**config.mk**
```make
export PLATFORM = sky130hd
export DESIGN_NAME = ps2_host_tx
export DESIGN_NICKNAME = d
export VERILOG_FILES = /design/src/rtl/ps2_host_tx.sv
export SDC_FILE = /design/constraint.sdc
export NUM_CORES = 1
export LEC_CHECK = 0
export ABC_CLOCK_PERIOD_IN_PS = 4200
export CAP_MARGIN = 15
export CORE_UTILIZATION = 55
export DETAILED_ROUTE_END_ITERATION = 12
export PLACE_DENSITY = 0.81
export SLEW_MARGIN = 20
export SYNTH_ARGS = -nofsm -noshare
export SYNTH_HDL_FRONTEND = slang
export SYNTH_SLANG_ARGS = --single-unit
```
**constraint.sdc**
```tcl
create_clock -name clk_i -period 4.2 [get_ports clk_i]
set_clock_uncertainty 0.2 [all_clocks]
set_input_delay 0.63 -clock clk_i [delete_from_list [all_inputs] [get_ports clk_i]]
set_output_delay 0.63 -clock clk_i [all_outputs]
set_load 0.005 [all_outputs]
```
**src/rtl/ps2_host_tx.sv**
```systemverilog
// PS/2 host-to-device transmitter: request-to-send, 11-bit frame shifted on device clock, ACK check, per-phase timeouts.
// Optional `PS2_TX_GLITCH_FILTER_EN adds a 4-sample stability filter on the synchronised PS/2 clock.
module ps2_host_tx #(
  parameter int unsigned INHIBIT_CYC  = 6000,
  parameter int unsigned START_TO_CYC = 750000,
  parameter int unsigned PKT_TO_CYC   = 100000
) (
  input  logic       clk_i,
  input  logic       rst_n_i,
  input  logic [7:0] tx_data_i,
  input  logic       tx_valid_i,
  output logic       tx_ready_o,
  output logic       tx_busy_o,
  output logic       tx_done_o,
  output logic       tx_err_o,
  output logic [1:0] tx_err_code_o,
  input  logic       ps2_clk_i,
  input  logic       ps2_dat_i,
  output logic       ps2_clk_oe_o,
  output logic       ps2_dat_oe_o
);

  localparam int unsigned MAX_A   = (INHIBIT_CYC > START_TO_CYC) ? INHIBIT_CYC : START_TO_CYC;
  localparam int unsigned MAX_CYC = (MAX_A > PKT_TO_CYC) ? MAX_A : PKT_TO_CYC;
  localparam int          TW      = $clog2(MAX_CYC) + 1;

  localparam logic [TW-1:0] INH_LAST   = TW'(INHIBIT_CYC - 1);
  localparam logic [TW-1:0] START_LAST = TW'(START_TO_CYC - 1);
  localparam logic [TW-1:0] PKT_LAST   = TW'(PKT_TO_CYC - 1);

  typedef enum logic [3:0] {
    S_IDLE,
    S_INHIBIT,
    S_REQ,
    S_WAIT_CLK,
    S_SHIFT,
    S_ACK,
    S_WAIT_IDLE,
    S_DONE,
    S_ERR
  } state_e;

  state_e        state_q, state_d;
  logic [TW-1:0] timer_q, timer_d;
  logic [9:0]    shift_q, shift_d;
  logic [3:0]    bitcnt_q, bitcnt_d;
  logic          dat_bit_q, dat_bit_d;
  logic [1:0]    code_q, code_d;

  logic clk_s1_q, clk_s2_q;
  logic dat_s1_q, dat_s2_q;
  logic clk_prev_q;
  logic clk_lvl;
  logic fe;

  // Idle bus level is high, so synchronisers reset to 1 to avoid a false edge
  always_ff @(posedge clk_i or negedge rst_n_i) begin
    if (!rst_n_i) begin
      clk_s1_q <= 1'b1;
      clk_s2_q <= 1'b1;
      dat_s1_q <= 1'b1;
      dat_s2_q <= 1'b1;
    end else begin
      clk_s1_q <= ps2_clk_i;
      clk_s2_q <= clk_s1_q;
      dat_s1_q <= ps2_dat_i;
      dat_s2_q <= dat_s1_q;
    end
  end

`ifdef PS2_TX_GLITCH_FILTER_EN
  logic       filt_q, filt_d;
  logic [1:0] fcnt_q, fcnt_d;

  // Level follows the input only after four consecutive differing samples
  always_comb begin
    filt_d = filt_q;
    fcnt_d = '0;
    if (clk_s2_q != filt_q) begin
      if (fcnt_q == 2'd3) begin
        filt_d = clk_s2_q;
      end else begin
        fcnt_d = fcnt_q + 2'd1;
      end
    end
  end

  always_ff @(posedge clk_i or negedge rst_n_i) begin
    if (!rst_n_i) begin
      filt_q <= 1'b1;
      fcnt_q <= '0;
    end else begin
      filt_q <= filt_d;
      fcnt_q <= fcnt_d;
    end
  end

  assign clk_lvl = filt_q;
`else
  assign clk_lvl = clk_s2_q;
`endif

  always_ff @(posedge clk_i or negedge rst_n_i) begin
    if (!rst_n_i) begin
      clk_prev_q <= 1'b1;
    end else begin
      clk_prev_q <= clk_lvl;
    end
  end

  assign fe = clk_prev_q & ~clk_lvl;

  always_ff @(posedge clk_i or negedge rst_n_i) begin
    if (!rst_n_i) begin
      state_q   <= S_IDLE;
      timer_q   <= '0;
      shift_q   <= '0;
      bitcnt_q  <= '0;
      dat_bit_q <= 1'b0;
      code_q    <= 2'd0;
    end else begin
      state_q   <= state_d;
      timer_q   <= timer_d;
      shift_q   <= shift_d;
      bitcnt_q  <= bitcnt_d;
      dat_bit_q <= dat_bit_d;
      code_q    <= code_d;
    end
  end

  always_comb begin
    state_d   = state_q;
    timer_d   = timer_q;
    shift_d   = shift_q;
    bitcnt_d  = bitcnt_q;
    dat_bit_d = dat_bit_q;
    code_d    = code_q;
    unique case (state_q)
      S_IDLE: begin
        timer_d = '0;
        if (tx_valid_i) begin
          shift_d = {1'b1, ~^tx_data_i, tx_data_i};
          state_d = S_INHIBIT;
        end
      end
      S_INHIBIT: begin
        if (timer_q == INH_LAST) begin
          timer_d = '0;
          state_d = S_REQ;
        end else begin
          timer_d = timer_q + 1'b1;
        end
      end
      S_REQ: begin
        timer_d = '0;
        state_d = S_WAIT_CLK;
      end
      S_WAIT_CLK: begin
        if (fe) begin
          dat_bit_d = ~shift_q[0];
          shift_d   = {1'b0, shift_q[9:1]};
          bitcnt_d  = 4'd1;
          timer_d   = '0;
          state_d   = S_SHIFT;
        end else if (timer_q == START_LAST) begin
          timer_d = '0;
          code_d  = 2'd1;
          state_d = S_ERR;
        end else begin
          timer_d = timer_q + 1'b1;
        end
      end
      // Packet timer keeps running across SHIFT, ACK and WAIT_IDLE
      S_SHIFT: begin
        timer_d = timer_q + 1'b1;
        if (timer_q == PKT_LAST) begin
          timer_d = '0;
          code_d  = 2'd2;
          state_d = S_ERR;
        end else if (fe) begin
          dat_bit_d = ~shift_q[0];
          shift_d   = {1'b0, shift_q[9:1]};
          bitcnt_d  = bitcnt_q + 4'd1;
          if (bitcnt_q == 4'd9) begin
            state_d = S_ACK;
          end
        end
      end
      S_ACK: begin
        timer_d = timer_q + 1'b1;
        if (timer_q == PKT_LAST) begin
          timer_d = '0;
          code_d  = 2'd2;
          state_d = S_ERR;
        end else if (fe) begin
          if (dat_s2_q) begin
            timer_d = '0;
            code_d  = 2'd3;
            state_d = S_ERR;
          end else begin
            state_d = S_WAIT_IDLE;
          end
        end
      end
      S_WAIT_IDLE: begin
        timer_d = timer_q + 1'b1;
        if (timer_q == PKT_LAST) begin
          timer_d = '0;
          code_d  = 2'd2;
          state_d = S_ERR;
        end else if (clk_lvl && dat_s2_q) begin
          timer_d = '0;
          state_d = S_DONE;
        end
      end
      S_DONE: begin
        timer_d = '0;
        state_d = S_IDLE;
      end
      S_ERR: begin
        timer_d = '0;
        state_d = S_IDLE;
      end
      default: begin
        timer_d = '0;
        state_d = S_IDLE;
      end
    endcase
  end

  always_comb begin
    tx_ready_o    = 1'b0;
    tx_busy_o     = 1'b1;
    tx_done_o     = 1'b0;
    tx_err_o      = 1'b0;
    tx_err_code_o = code_q;
    ps2_clk_oe_o  = 1'b0;
    ps2_dat_oe_o  = 1'b0;
    unique case (state_q)
      S_IDLE: begin
        tx_ready_o = 1'b1;
        tx_busy_o  = 1'b0;
      end
      S_INHIBIT: begin
        ps2_clk_oe_o = 1'b1;
      end
      S_REQ: begin
        ps2_clk_oe_o = 1'b1;
        ps2_dat_oe_o = 1'b1;
      end
      S_WAIT_CLK: begin
        ps2_dat_oe_o = 1'b1;
      end
      S_SHIFT: begin
        ps2_dat_oe_o = dat_bit_q;
      end
      S_DONE: begin
        tx_done_o = 1'b1;
      end
      S_ERR: begin
        tx_err_o = 1'b1;
      end
      default: begin
      end
    endcase
  end

endmodule

```
Word level (Yosys, flattened, before mapping)
Cells that the tools add are included.
W data, S select, Z words.

cells by class
  $add $sub $neg = 2
  $mul = 0
  divide/modulo/power cells = 0
  $lt $le $gt $ge = 0
  equal/unequal tests = 26
  shift-type cells = 0
  mux-type cells = 47
  bitwise logic cells = 3
  reduce and logical (&&, ||, !) cells = 14

operator list
  operator                 number
  $mux W21                 9
  $pmux W21 S5             1
  $mux W4                  15
  $mux W10                 3
  $pmux W10 S3             1
  $pmux W4 S7              1
  $add A21 B1 Y21 const B  1
  $eq A21 B13 Y1 const B   1
  $eq A21 B17 Y1 const B   1
  $eq A21 B20 Y1 const B   1
  $ne A3 B3 Y1 const B     6
  $eq A4 B3 Y1 const B     4
  $ne A2 B2 Y1 const B     7
  $mux W2                  6
  $eq A4 B2 Y1 const B     2
  $eq A4 B4 Y1 const B     2
  $pmux W4 S2              1
  $reduce_xnor A8 Y1       1
  $mux W1                  7
  $reduce_and A7 Y1        1
  $pmux W2 S3              1
  $reduce_and A6 Y1        1
  $reduce_bool A3 Y1       2
  $reduce_or A2 Y1         3
  12 further kinds         14

word-level totals
  register bits = 47
  bits in latches = 0
  bits in writable memories = 0
  memory bits (read-only) = 0
  bits of input ports = 13
  output and inout bits = 8
  logic and storage cells = 103
  memories kept = 0

Longest topological paths before layout
  word-level depth = 5
  depth in mapped cells = 8
  depth with buffers taken out = 7

Least setup slack after synthesis
OpenSTA, ideal clock, no wires.

  path type = register to register
  from = reg timer_q[0]
  to = reg timer_q[5]
  library setup time = 0.119 ns
  arrival time = 2.149 ns
  data required time = 3.881 ns
  path slack = 1.732 ns
  cell stages (with the launch flop) = 9
  buffers on the path = 1
  clock period less this slack = 2.468 ns
  path through = dfrtp_1 > ha_1 > nand3_1 > or4b_1 > or3_1 > a21oi_2 > a21boi_4 > buf_6 > nor2_1

between the ends
  cells in the longest elaborated chain, start to end = 5
  elaborated cells between the ends (all ways) = 14
  those cells by class = add/sub: 1; eq/ne: 3; mux: 10

ends and longest elaborated chain
  item                    line  text
  from (decl)             44    logic [TW-1:0] timer_q, timer_d;
  from (signal assigned)  123   timer_q <= timer_d;
  $add A21 B1 Y21         --
  $mux W21                196   if (dat_s2_q) begin
  $mux W21                195   end else if (fe) begin
  $mux W21                191   if (timer_q == PKT_LAST) begin
  $pmux W21 S5 (*)        138   unique case (state_q)
  net timer_d[5]          44

Mark *: on every way through the listed nets, which the timed path passes. The rest lies on a longest branch.
A chain may end at the register's enable or synchronous reset.

Worst setup path in the final report
  from = reg state_q[1]
  to = out ps2_dat_oe_o

between the ends
  cells in the longest elaborated chain, start to end = 3
  elaborated cells between the ends (all ways) = 5
  those cells by class = eq/ne: 3; mux: 1; reduce/logical: 1

ends and longest elaborated chain
  item                               line  text
  from (decl)                        43    state_e state_q, state_d;
  from (signal assigned)             122   state_q <= state_d;
  $eq A4 B2 Y1                       239   unique case (state_q)
  $reduce_or A2 Y1 (no source line)  --
  $pmux W1 S2 (*)                    239
  to (decl)                          20    output logic ps2_dat_oe_o

Mark *: on every way between the ends. The rest lies on a longest branch, timed or not.

==> out/metrics.yaml <==
outcome: "finished clean"
timing.rr.end: "timer_q[15]$_DFF_PN0_"
synth_cell_types: 44
hold_viol: 0
drive_gt1_share_pct: 13.7
num-nets-final: 287
drt-pass1-iter-count: 4
setup_violators_final: 0
slew_headroom_pct: 60.6
dieHeight_um: 70.2
fin_ws_ns: 1.07
drtAntennaViolNets: 0
max_cap_violations: 0
wl_um: 4630
power.static_leakage_nw: 1.13
diode_count: 0
synth-adder-area-share_pct: 1.47
global_route.usage.total_pct: 22.1
detail_route.iter0.violations: 190
final-instance-count-excl-fill: 323
postCtsResizedCells: 0
cp-start-kind: "flop"
place.gp.congestion: 0.854
die_area_um2: 4930
flow.area_growth_from_synthesis_pct: 10.9
syn-cell-area_um2: 2560
crit_required_ns: 3.37
num-fill-cells: 363
synth_seq_area_share_pct: 46.2
cts_buffer_depth: 2
grt-ovfl-total: 0
critical_path.endpoint_type: "output pin"
first_global_vias: 1900
worst_ep_arrival_time_ns: 2.30
slew_limit_fails: 0
clock_root_cell: "clkbuf_8"
post-cts-setup-buffer-count: 0
grt_start_max_net_pins: 48
ff2ff_path_depth: 7
tritoncts: "built"
clock_insertion_delay_worst_skew_ns: 0.29
yosys.area.top_type_share_pct: 41.1
synth_area_in_compound_gates_pct: 8.56
tritoncts.num_buffers: 5
critical_path.max_stage_delay_ns: 0.75
netlist.top_cell.by_area: "dfrtp_1"
synth.area.mux_share_pct: 7.92
synth_xor_xnor_area_share_pct: 9.58
design_power_total_mw: 1.61
hold_buffers: 0
global_route_wire_length_before_repair_um: 8580
initial_core_utilization_pct: 58.0
critPathSlowestCell: "or4b_2"
startpoint: "state_q[1]$_DFFE_PN0P_"
worst_pin_slew_ns: 0.587
drc: 0
shortest_period_the_worst_path_allows_ns: 3.13
unrepaired_setup_endpoints_after_global_routing: "false"
timing.critical_path.buf_inv: 1
combinational_family_with_the_most_area_after_synthesis: "simple AND/OR/NAND/NOR gates"
fmax_mhz: 319
final.setup.tns_ns: 0
placedInstanceArea_um2: 2760
post_synth_inst_count: 255
finish.instance_area_um2: 2840
yosys_register_bits: 47
synth_simple_gate_area_share_pct: 22.7
vdd_drop_max_uv: 268
yosysWarningCount: 0
dp_cells: 316
pwr_density_cell_nw_per_um2: 567
mappedNetlistNets: 271
clk_pin_slew_ns: 0.08
r2r_slack_ns: 1.32
synth-main-ff-cell: "dfrtp_1"
cts_max_level: 2
layout_worst_path_cycle_share_pct: 74.6
post_synth.cell_area_avg_um2: 10.0
via_count: 1880
avgViaCountPerCell: 5.82
buffer_ports.inserted: 20
placementRows: 24
critical_path_peak_fanout: 19
r2r-start: "timer_q[0]$_DFF_PN0_"
drt-wirelength-per-cell_um: 14.3
pre_cts_ws_ns: 1.30
crit_family: "simple AND/OR/NAND/NOR gates"
async_reset_ff_share_pct: 100
place_hpwl_um: 3270
ys_top_cells_by_area: "dfrtp_1, mux2_2, xnor2_1, dfstp_2, nor2_1"
cts.sink_count: 47
crit_type: "reg2out"
antenna_found_initial: 0
hold_class: "in2async"
number_of_flops_mapped_to_enable_cells_by_yosys: 0
design.portCount: 21
cp_cell_sequence: "or4b_2 > a21oi_1 > clkdlybuf4s50_1"
die_width_um: 70.2
fp.coreArea_um2: 4410
## stage by stage
step | util [%] | hold slack [ns]
3_5_place_dp | 62.5 | 0.147
6_report | 64.3 | 0.123
3_3_place_gp | 62.5 | 0.147
2_1_floorplan | - | 0.134
4_1_cts | 64.2 | 0.159
5_1_grt | 64.3 | 0.163
## synthesized netlist by cell type (2+ instances only)
cell / instances
and3_1: 5
nor3_1: 10
nand3_1: 10
or4_1: 2
a21oi_2: 2
nand2b_1: 3
dfstp_2: 5
nand3b_1: 3
buf_1: 2
nand2_1: 13
ha_1: 3
nor2b_1: 4
xnor2_1: 17
clkbuf_1: 7
nand4_1: 8
o2bb2ai_1: 2
nor4_1: 3
nand4b_1: 2
a31oi_1: 3
o21ai_0: 7
nor2_1: 35
dfrtp_1: 42
inv_1: 6
a21oi_1: 11
or3_1: 2
buf_6: 3
mux2_2: 18
xor2_1: 11
## worst max-delay path by stage
stage	slack, ns	cells after the start	end
after CTS	1.07	3	ps2_dat_oe_o
after global routing	0.94	3	ps2_dat_oe_o
final	1.07	3	ps2_dat_oe_o
after detailed placement	1.30	7	timer_q[20]$_DFF_PN0_
after floorplan	1.73	8	timer_q[5]$_DFF_PN0_
after global placement	1.37	7	shift_q[5]$_DFFE_PN0P_
## registers in the layout (all words and copies together), names as in the netlist
register       cells
state_q            4
clk_lvl            1
clk_s1_q           1
dat_s2_q           1
dat_bit_q          1
clk_prev_q         1
dat_s1_q           1
shift_q           10
tx_err_code_o      2
timer_q           21
bitcnt_q           4
## layer usage
metal,global-route usage (%),up-vias,routed length (um)
met1,29.6,902,2200
met5,0,-,0
li1,-,931,-
met2,35.1,38,2200
met4,7.78,0,62
met3,5.34,9,175
## area by class of cell
type,count,area (um^2),area share (%)
inverter,6,22.5,0.794
sequential,47,1180,41.7
clock buffer,7,76.3,2.69
tap,52,65.1,2.29
timing repair buffer,21,205,7.23
multi-input combinational,190,1290,45.3
## logic make-up (layout without fill, tap and decap cells)
logic type,after synthesis,after routing
mux,18,18
compound gates,33,33
simple gates,108,108
xor+xnor,28,28
flops,47,47
buf+inv,18,34
fa+ha+maj,3,3
## power by group
| part | internal [mW] | switching [mW] |
|---|---|---|
| clock network | 0.115 | 0.137 |
| registers | 0.560 | 0.122 |
| logic | 0.351 | 0.326 |
## cell usage in the layout, fill, tap and decap left out, types with 10 or more instances in the layout
master           Yosys  routed
a21oi_1             11      11
mux2_2              18      18
nor2_1              35      35
nand3_1             10      10
nand2_1             13      13
dfrtp_1             42      42
clkdlybuf4s50_1      0      19
xor2_1              11      11
nor3_1              10      10
xnor2_1             17      17
Power figures use the tool's default switching activity.
==> variant (same settings) <==
Build with the macro `PS2_TX_GLITCH_FILTER_EN` defined.
--- a/src/rtl/ps2_host_tx.sv
+++ b/src/rtl/ps2_host_tx.sv
@@ -2,2 +2,4 @@
 // Optional `PS2_TX_GLITCH_FILTER_EN adds a 4-sample stability filter on the synchronised PS/2 clock.
+`define PS2_TX_GLITCH_FILTER_EN
+
 module ps2_host_tx #(
Check against the original RTL: no difference found for any inputs over 10 cycles, from zero or initial values and one cycle with rst_n_i low; that may be too few to reach the edited logic, so the function may still have changed.
==> variant against the unedited design <==
- the flow now finishes with violations (DRC)
- critical path depth up 3
- design area up 3.8%
- global-route usage down 0.22 points
- sequential cell count up 3
- setup slack better by 350 ps
- worst hold slack worse by 12 ps
- total power up 12%
- via count up 2.7%
- register-to-register slack better by 100 ps
- count of clock-buffer cells in the layout down 1
- critical endpoint is now tx_err_code_o[1]$_DFFE_PN0P_
- final cell count up 5.0%
- synthesized area up 2.3%
- routed wire length up 6.2%
- first-iteration DRC count down 43%
==> variant: results (changes against the unedited design) <==
leakage_nw: 1.19  # was 1.13 nW
cts_setup_buffers: 0  # unchanged
fillCellCount: 392  # was 363
multi_input_area_sq_um: 1270  # was 1290 sq um
cts_root_buffer: "clkbuf_8"  # unchanged
viasPerCell: 5.70  # was 5.82
ys_seq_area_share_pct: 48.1  # was 46.2%
syn_nets: 283  # was 271
final_nets: 303  # was 287
clock_latency_ps: 310  # was 290 ps
cts_tree: "done"  # unchanged
ys_types: 50  # was 44
grtUsageMet3_pct: 4.99  # was 5.34%
violations: "DRC"
status: "finished with violations"  # was complete, no violations
drive_above_1_share_pct: 11.8  # was 13.7%
max_slew.worst_pin.slew_ps: 683  # was 587 ps
synth_mux_area_share_pct: 5.50  # was 7.92%
crit_fanout: 6  # was 19
reg2reg_slack_ps: 1420  # was 1320 ps
r2r-start: "timer_q[6]$_DFF_PN0_"  # was timer_q[0]$_DFF_PN0_
use_met1_pct: 27.8  # was 29.6%
synthAdderAreaFrac_pct: 1.91  # was 1.47%
clk_pin_slew_ps: 100  # was 80 ps
grt_max_degree: 51  # was 48
synth_top_cell_area_share_pct: 42.1  # was 41.1%
placed_cell_area_sq_um: 2830  # was 2760 sq um
grt_use_total_pct: 21.9  # was 22.1%
drt_drc_violations_left: 2  # was 0
synth_xor_area_share_pct: 9.37  # was 9.58%
whs_ps: 111  # was 123 ps
synth_compound_area_share_pct: 9.18  # was 8.56%
num_vias: 1931  # was 1,880
worstHoldPathType: "input port to asynchronous set/reset pin"  # unchanged
critPathCapture: "tx_err_code_o[1]$_DFFE_PN0P_"  # was ps2_dat_oe_o
max_stage_delay_ps: 530  # was 750 ps
drt-pass1-iter-count: 8  # was 4
worstRegToRegCells: 6  # was 7
hpwlAfterDp_mm: 3.47  # was 3.27 mm
worst_setup_path_end_kind: "flop"  # was output port
dp_slack_ps: 1450  # was 1300 ps
max-vdd-ir-drop_uv: 221  # was 268 uV
first_iter_violations: 109  # was 190
fin_crit_ps: 2780  # was 3130 ps
drt_wl_total_mm: 4.92  # was 4.63 mm
synthTopCellsByArea: "dfrtp_1 42%, nor2_1 6.5%, dfstp_2 6.0%"  # was dfrtp_1 41%, mux2_2 7.9%, xnor2_1 5.8%
cp_slowest_cell: "or4b_1"  # was or4b_2
grt_util_met2_pct: 36.5  # was 35.1%
synthTopCellsByCount: "45 x nor2_1, 44 x dfrtp_1, 18 x nand2_1"  # was 42 x dfrtp_1, 35 x nor2_1, 18 x mux2_2
arrival_ps: 2780  # was 2300 ps
syn_area_per_cell_sq_um: 9.84  # was 10.0 sq um
port_buffers: 20  # unchanged
place_congestion: 0.926  # was 0.854
dp.cells: 331  # was 316
grt_pass1_wl_mm: 8.57  # was 8.58 mm
cts_buffers: 5  # unchanged
==> variant: cell types whose count changed after synthesis, moves of 3 or more <==
cell,before,now
mux2i_1,0,11
a21oi_1,11,17
nand2_1,13,18
clkbuf_1,7,2
nor2_1,35,45
mux2_2,18,3
nor3_1,10,7
o21ai_2,0,3
==> variant: where the power goes <==
part	internal [W]	switching (W)
registers	0.000609	0.000116
logic	0.000343	0.000400
clock network	0.000178	0.000159
==> variant: critical path, delay by kind of cell (launching register included) <==
family	cells	cell delay [ps]
AO/OA/AOI/OAI	1	410
AND/OR/NAND/NOR	4	1240
flip-flops	1	440
multiplexers	1	380
==> variant: layout make-up <==
class                           instances  area share (%)
Sequential cell                        50            42.7
Clock buffer                            6            2.46
Multi-Input combinational cell        200            43.2
Timing Repair Buffer                   22            7.22
Clock inverter                          2            1.27
Inverter                                7           0.892
Tap cell                               52            2.21
==> variant: per-layer routing <==
metal	wire length, um	share of wire, %
met4	97	2.0
met5	0	0
met2	2390	49
met3	171	3.5
met1	2260	46
